[src/rtl/window_feed_controller.sv]
// Streams one image frame from a 1-cycle-latency RAM into a shifting window
// buffer through a 2-entry FIFO, tagging pixels that complete a KERNEL x KERNEL window.
module window_feed_controller #(
  parameter int IMG_W       = 28,
  parameter int IMG_H       = 28,
  parameter int KERNEL      = 9,
  parameter int PIXEL_WIDTH = 8,
  parameter int ADDR_WIDTH  = 10
) (
  input  logic                   clock,
  input  logic                   reset,
  input  logic                   start,
  output logic                   rd_en,
  output logic [ADDR_WIDTH-1:0]  rd_addr,
  input  logic [PIXEL_WIDTH-1:0] rd_data,
  output logic [PIXEL_WIDTH-1:0] pixel_out,
  output logic                   shift_en,
  input  logic                   shift_ready,
  output logic                   window_valid,
  output logic [ADDR_WIDTH-1:0]  win_row,
  output logic [ADDR_WIDTH-1:0]  win_col,
  output logic                   busy,
  output logic                   done
);

  typedef enum logic [1:0] {IDLE, FETCH, DRAIN, FINISH} state_e;

  localparam logic [ADDR_WIDTH-1:0] LAST_ADDR = ADDR_WIDTH'(IMG_W * IMG_H - 1);
  localparam logic [ADDR_WIDTH-1:0] COL_LAST  = ADDR_WIDTH'(IMG_W - 1);
  localparam logic [ADDR_WIDTH-1:0] ROW_LAST  = ADDR_WIDTH'(IMG_H - 1);
  localparam logic [ADDR_WIDTH-1:0] K_OFF     = ADDR_WIDTH'(KERNEL - 1);
  localparam logic [ADDR_WIDTH-1:0] ADDR_ONE  = ADDR_WIDTH'(1);

  state_e                 state_q, state_d;
  logic [ADDR_WIDTH-1:0]  addr_q, addr_d;
  logic [ADDR_WIDTH-1:0]  row_q, row_d, col_q, col_d;
  logic [1:0]             count_q, count_d;
  logic                   inflight_q;
  logic                   wr_ptr_q, rd_ptr_q;
  logic [PIXEL_WIDTH-1:0] fifo_q [2];
  logic                   push, pop, issue_req, in_window;
  logic [2:0]             pending;

  assign push     = inflight_q;
  assign shift_en = (count_q != 2'd0);
  assign pop      = shift_en & shift_ready;
  // The slot freed by this cycle's pop is credited so a read can refill it at once.
  assign pending   = 3'(count_q) + 3'(inflight_q) - 3'(pop);
  assign issue_req = (state_q == FETCH) || ((state_q == IDLE) && start);
  assign rd_en     = issue_req && (pending < 3'd2);
  assign rd_addr   = addr_q;
  assign busy      = (state_q != IDLE);
  assign done      = (state_q == FINISH);
  assign count_d   = count_q + {1'b0, push} - {1'b0, pop};

  always_comb begin
    // NOTE: every variable written here gets a default first, so no latch is inferred.
    state_d = state_q;
    addr_d  = addr_q;
    case (state_q)
      IDLE:    if (start) state_d = FETCH;
      DRAIN:   if (pending == 3'd0) state_d = FINISH;
      FINISH:  state_d = IDLE;
      default: ;
    endcase
    if (rd_en) begin
      if (addr_q == LAST_ADDR) begin
        state_d = DRAIN;
        addr_d  = '0;
      end else begin
        addr_d = addr_q + ADDR_ONE;
      end
    end
  end

  // Row/column of the FIFO head pixel; they advance only when that pixel is taken.
  always_comb begin
    row_d = row_q;
    col_d = col_q;
    if (state_q == IDLE) begin
      row_d = '0;
      col_d = '0;
    end else if (pop) begin
      if (col_q == COL_LAST) begin
        col_d = '0;
        row_d = (row_q == ROW_LAST) ? '0 : row_q + ADDR_ONE;
      end else begin
        col_d = col_q + ADDR_ONE;
      end
    end
  end

  assign pixel_out    = fifo_q[rd_ptr_q];
  assign in_window    = (row_q >= K_OFF) && (col_q >= K_OFF);
  assign window_valid = shift_en && in_window;
  assign win_row      = window_valid ? row_q - K_OFF : '0;
  assign win_col      = window_valid ? col_q - K_OFF : '0;

  always_ff @(posedge clock or posedge reset) begin
    if (reset) begin
      state_q    <= IDLE;
      addr_q     <= '0;
      row_q      <= '0;
      col_q      <= '0;
      count_q    <= '0;
      inflight_q <= 1'b0;
      wr_ptr_q   <= 1'b0;
      rd_ptr_q   <= 1'b0;
      // NOTE: only two slots, so they are cleared to give pixel_out a defined 0 in reset.
      fifo_q[0]  <= '0;
      fifo_q[1]  <= '0;
    end else begin
      // NOTE: non-blocking assignments make every register sample pre-edge values.
      state_q    <= state_d;
      addr_q     <= addr_d;
      row_q      <= row_d;
      col_q      <= col_d;
      count_q    <= count_d;
      inflight_q <= rd_en;
      if (push) begin
        fifo_q[wr_ptr_q] <= rd_data;
        wr_ptr_q         <= ~wr_ptr_q;
      end
      if (pop) rd_ptr_q <= ~rd_ptr_q;
    end
  end

endmodule

[config.mk]
export PLATFORM = sky130hd
export DESIGN_NAME = window_feed_controller
export DESIGN_NICKNAME = d
export VERILOG_FILES = /design/src/rtl/window_feed_controller.sv
export SDC_FILE = /design/constraint.sdc
export NUM_CORES = 1
export LEC_CHECK = 0
export ABC_AREA = 1
export CORE_MARGIN = 10
export CORE_UTILIZATION = 45
export DETAILED_ROUTE_END_ITERATION = 16
export GPL_ROUTABILITY_DRIVEN = 0
export PLACE_DENSITY = 0.8
export SYNTH_ARGS = -nofsm -noshare
export SYNTH_HDL_FRONTEND = slang
export SYNTH_SLANG_ARGS = --single-unit
[constraint.sdc]
create_clock -name clock -period 3.19 [get_ports clock]
set_clock_uncertainty 0.2 [all_clocks]
set_input_delay 0.638 -clock clock [delete_from_list [all_inputs] [get_ports clock]]
set_output_delay 0.638 -clock clock [all_outputs]
set_load 0.005 [all_outputs]
==> metrics.txt <==
CTS max path bufs=2; design area=4140 µm²; WL/cell=12.9 µm; Worst R2R Start=count_q[0]; site row count=31; endpoints failing setup=0; # DRC=0; Initial Utilization=0.461; setup_tns=0 ns; Die Span Y=106 µm; CTS tree=done; min Tclk post-route=3.14 ns; routed wire length=7890 µm; CTS Sinks=53; Least-Margin Pin Slew=0.816 ns; initial antenna violation count=0; final core occ=0.574; worst min-delay path class=reg -> reg; htree depth=2; power consumption=3.04 mW; crit path max fanout=2; clock root cell=clkbuf_8; vias in the first global route=2,920; crit start category=input pin; crit path kind=in -> out; Critical Path Source=shift_ready; core box area=7210 µm²; hpwl dp=5770 µm; Chip Width=106 µm; Seq/Total Area, Yosys=0.399; Syn Inst Count=448; Worst path depth=11; CP max-delay cell=fa_2; layout cells sized above 1=0.129; R2R Setup Slk=0.51 ns; antenna diode count=0; Die ar.=11,200 µm²; CP Buf/Inv Count=5; Top delay family on crit path=adder cells; Netlist cell types=33; DP Area=3960 µm²; DR vias/cell=4.91; Max Clk Rate=0.318 GHz; final hold slack=0.291 ns; Setup WS pre-CTS=-0.783 ns; Synth-to-Final Area Change=24.4%; first-pass GRT wire length=13,200 µm; crit path cell chain=buf_2 > inv_2 > nor2_4 > ha_4 > inv_2 > ha_2 > inv_2 > fa_2 > nand3_2 > nor2_4 > buf_2; end of the critical path=rd_en; cell mode on critical path=inv_2; status=finished clean; cts hold-fix bufs=0; later-pin clock latency in the skew report=0.31 ns; register area=1330 µm²; Synth Register Bits=53; Final Non-Filler Cells=610; clock transition at the registers of the reported paths=0.10 ns; Mean Syn Cell Area=7.43 µm²; Yosys warning count=0; Peak supply drop=548 µV; worst r2r dst=state_q[1]; GRT Overall Usage=0.138; placed cell count=598; CP arrival=2.30 ns; grt total ovfl=0; worst setup margin=0.0474 ns; router iterations before antenna repair=4; Max transition margin=0.455; Antenna Nets Post-Route=0; Total Nets Final=535; Final Hold Fails=0; Worst EP required=2.35 ns; area of the multi-input gates=1690 µm²; I/O pin total=55; Main synth FF type=dfrtp_1; Fillers=686; CTS Buf Count=5; via count=2,993; EDFF count, synth=0; Synth Net Count=472; fin crit share=0.985; quantity of I/O buffers inserted on ports=54; worst r2r path cells=12; endpoint class of the critical path=output port; P_leak=2.05 nW; Final Max Slew Viols=0; Synth async-reset ratio=1.00; PwrDens=735 nW/µm²; largest stage delay on the critical path=0.54 ns; # Max-Cap Violations=0; largest net degree at the start of global routing=41; Detailed Route Iter0 Violations=71; synthesized cell area=3330 µm²
## synthesized netlist by cell type (all sizes together), types with 2 or more instances
cell type  instances  share of area
buf               11          0.030
dfrtp             53           0.40
xor2              14          0.037
a21oi              4         0.0060
nand4             15          0.030
nor2              59          0.073
nand2            125           0.15
inv               67          0.076
o21ai             37          0.065
ha                11          0.041
xnor2              2         0.0053
or2                2         0.0038
nor3               7          0.012
nand3             34          0.056
## how the worst min path moves through the flow
stage                 end  startpoint  depth (start not counted)  slack, ns
2_1_floorplan   fifo_q[0]   fifo_q[0]                          2       0.25
3_3_place_gp    fifo_q[6]   fifo_q[6]                          2       0.26
3_5_place_dp   fifo_q[14]  fifo_q[14]                          2       0.27
4_1_cts        fifo_q[14]  fifo_q[14]                          2       0.30
5_1_grt         fifo_q[7]   fifo_q[7]                          2       0.31
6_report        fifo_q[3]   fifo_q[3]                          2       0.29
## tightest hold or removal path: stages, from the launching register on
cell and delay [ns]:
dfrtp_1 0.36, nand2_1 0.05, o21ai_0 0.05
## state kept, by name, indices dropped and copies added, names as in the netlist
signal      count
col_q          10
count_q         2
fifo_q         16
inflight_q      1
rd_addr        10
rd_ptr_q        1
row_q          10
state_q         2
wr_ptr_q        1
## logic make-up (layout without fill, tap and decap cells)
family          after synthesis  after routing  share of synthesized area
compound gates               44             44                     0.0771
xor+xnor                     16             16                     0.0421
flops                        53             53                      0.399
fa+ha+maj                    12             12                     0.0474
simple gates                243            243                      0.327
buf+inv                      80            143                      0.108
## power by group
| group | switching (mW) | internal, mW | leakage, nW |
|---|---|---|---|
| combinational | 0.805 | 0.656 | 1.33 |
| clock | 0.226 | 0.233 | 0.0546 |
| sequential | 0.221 | 0.901 | 0.674 |
| total | 1.25 | 1.79 | 2.05 |
## cell type report
class	count	share of cell area
clock buffer	5	0.0166
clock inverter	2	0.00937
inverter	68	0.0617
multi-input combinational	315	0.408
sequential	53	0.320
tap	99	0.0299
timing repair buffer	68	0.154
## per-layer routing
| layer | vias up | share of wire | GRT usage |
|---|---|---|---|
| li1 | 1520 | - | - |
| met2 | 61 | 0.50 | 0.239 |
| met5 | - | 0 | 0 |
| met4 | 0 | 0.011 | 0.0329 |
| met1 | 1404 | 0.43 | 0.163 |
| met3 | 8 | 0.056 | 0.0411 |
## placed cells by master, fill, tap and decap left out, types with 8 or more instances in the layout
| master | synthesis | routed |
|---|---|---|
| clkdlybuf4s50_1 | 0 | 52 |
| inv_2 | 6 | 11 |
| inv_1 | 61 | 56 |
| o21ai_0 | 24 | 24 |
| xor2_1 | 14 | 13 |
| ha_1 | 11 | 9 |
| nand3_1 | 31 | 31 |
| nand4_1 | 14 | 14 |
| dfrtp_1 | 53 | 53 |
| nor2_1 | 54 | 52 |
| nand2_1 | 119 | 119 |
| o21ai_2 | 8 | 8 |
| buf_4 | 0 | 14 |
## repair_timing
action,4_1_cts,5_1_grt
resized for setup,12,9
hold endpoints to repair,0,0
buffers inserted,3,2
pin swaps,5,6
endpoints found under the setup margin,1,12
Power figures use the tool's default switching activity.
==> variant, RTL diff (same settings) <==
Make the reset (`reset`) synchronous in one clocked block.
--- a/src/rtl/window_feed_controller.sv
+++ b/src/rtl/window_feed_controller.sv
@@ -96,7 +96,7 @@
   assign win_row      = window_valid ? row_q - K_OFF : '0;
   assign win_col      = window_valid ? col_q - K_OFF : '0;
 
-  always_ff @(posedge clock or posedge reset) begin
+  always_ff @(posedge clock) begin
     if (reset) begin
       state_q    <= IDLE;
       addr_q     <= '0;
Function: differs if reset is asserted again (counterexample within 4 cycles, from zero or initial values and one cycle with reset high); with reset held inactive, the same outputs for 10 cycles.
==> variant against the original RTL <==
Non-clock buffer count fell by 3; wire length fell by 13%; critical path depth is 1 lower; setup slack gained 0.087 ns; highest routed layer unchanged; register-to-register slack worse by 0.23 ns; final area is 6.1% lower; synthesized area decreased by 6.5%; sequential cell count up 1.
Power is not compared: it rests on default switching activity, and its combinational part moved more than twofold at a synthesized area within 25%.
==> variant: results <==
{
  "crit_fanout": 2,
  "antenna_found_initial": 0,
  "status": "completed",
  "synth_area_leaders": "dfxtp_1 24%, edfxtp_1 15%, nor2_1 12%",
  "netSwitchingFraction_pct": 31.6,
  "synth_edf_count": 16,
  "vias_per_cell": 4.79,
  "regMostFlops": "fifo_q",
  "ys_warn_count": 0,
  "antenna_cells": 0,
  "finalHoldViolCount": 0,
  "vdd_ir_drop_max_uv": 297,
  "rrSetupSlack_ns": 0.28,
  "synth_common_cells": "96 x nor2_1, 92 x nand2_1, 62 x inv_1",
  "synth_nets": 461,
  "firstDrtPassIters": 4,
  "cts-root-buf": "clkbuf_8",
  "finish.utilization_pct": 57.5,
  "clock_latency_ns": 0.31,
  "grt_max_degree": 20,
  "drive_gt1_share_pct": 12.0,
  "io_buffer_count": 54,
  "drtIter0Drc": 97,
  "hold_depth": 1,
  "leakagePower_nw": 1.74,
  "dpl_cell_area_um2": 3770,
  "highest_layer": "met4",
  "track_usage_pct": 13.3,
  "path_clk_slew_ns": 0.11,
  "dr_wl_met2_um": 3450,
  "async_flop_share_pct": 0,
  "largest_reg_flops": 16,
  "wirelength_met1_um": 3050,
  "grt_pass1_vias": 2630,
  "final.fill_count": 621,
  "ys_seq_area_share_pct": 39.9,
  "ys.flop_type": "dfxtp_1",
  "grt_pass1_wl_um": 11600,
  "routedWlPerCell_um": 11.8,
  "nets": 525,
  "synth_cell_types": 32,
  "tightest_slew_ns": 0.388,
  "crit_arrival_ns": 2.22,
  "cts_buffers": 5,
  "hold_class": "reg2reg",
  "htree_levels": 2,
  "r2r_cells": 16,
  "met3_wirelength_um": 358,
  "cts_buffer_depth": 2,
  "hpwl_um": 5420
}
==> variant: changes by cell type after synthesis, moves of 5 or more <==
| cell | before | now |
|---|---|---|
| o21ai_2 | 8 | 0 |
| dfrtp_1 | 53 | 0 |
| edfxtp_1 | 0 | 16 |
| dfxtp_1 | 0 | 38 |
| nand4_1 | 14 | 9 |
| buf_6 | 7 | 1 |
| o21ai_0 | 24 | 6 |
| nand3_1 | 31 | 23 |
| a21oi_1 | 4 | 15 |
| mux2_2 | 0 | 8 |
| nand2_1 | 119 | 92 |
| nor2_1 | 54 | 96 |
| xor2_1 | 14 | 9 |
==> variant: through the flow <==
step                setup WS, ns  hold slack, ns  std cells
finish                     0.134           0.270        582
global route             0.00529           0.306        582
CTS                      0.00107           0.265        582
detailed placement        -0.740           0.243        573
global placement          -0.676           0.238        573
floorplan                 0.0725           0.226        437
==> variant: routing by layer <==
metal  global-route usage (%)  vias up
met4                     3.42        0
met5                        0        -
met1                     15.6     1261
li1                         -     1479
met2                     23.4       41
met3                     3.69        4
==> variant: power groups by stage <==
stage	combinational [mW]	sequential (mW)	clock, mW
3_5_place_dp	0.524	0.838	0
4_1_cts	0.543	0.823	0.418
3_3_place_gp	0.507	0.833	0
6_report	0.540	0.822	0.406
2_1_floorplan	0.291	0.820	0
5_1_grt	0.599	0.831	0.449
==> variant: timing repair <==
item | in CTS | in global routing
hold buffers | 0 | 0
endpoints found under the setup margin | 1 | 1
setup buffers | 1 | 0
pin swaps | 2 | 1
resized for setup | 13 | 2
==> variant: final cells by class <==
| cell class | instances | area, um^2 | area share (%) |
|---|---|---|---|
| Clock buffer | 5 | 68.8 | 1.77 |
| Tap cell | 80 | 100 | 2.58 |
| Timing Repair Buffer | 65 | 613 | 15.8 |
| Inverter | 71 | 272 | 6.99 |
| Multi-Input combinational cell | 304 | 1560 | 40.3 |
| Sequential cell | 54 | 1240 | 31.9 |
| Clock inverter | 3 | 26.3 | 0.676 |
==> variant: worst paths after layout <==
check / startpoint / to
setup / recovery: count_q[1] / rd_en
hold / removal: rd_ptr_q / rd_ptr_q
setup reg to reg: count_q[1] / rd_addr[5]
hold reg to reg: rd_ptr_q / rd_ptr_q
==> variant: cells by family (layout without fill, tap and decap cells) <==
logic type	count (synthesis)	in the layout	synth area share, %
buf+inv	79	144	10.3
xor+xnor	10	10	2.82
flops	54	54	39.9
compound gates	27	27	4.39
mux	8	8	2.90
simple gates	247	247	34.6
fa+ha+maj	12	12	5.07
==> variant: critical path, cell delays in order, from the launching register on <==
cell and delay, ns:
dfxtp_1 0.35, nor2_4 0.20, nor2_8 0.04, ha_1 0.26, inv_1 0.06, ha_2 0.17
fa_2 0.44, inv_2 0.07, nand3_2 0.09, nor2_4 0.10, buf_2 0.12
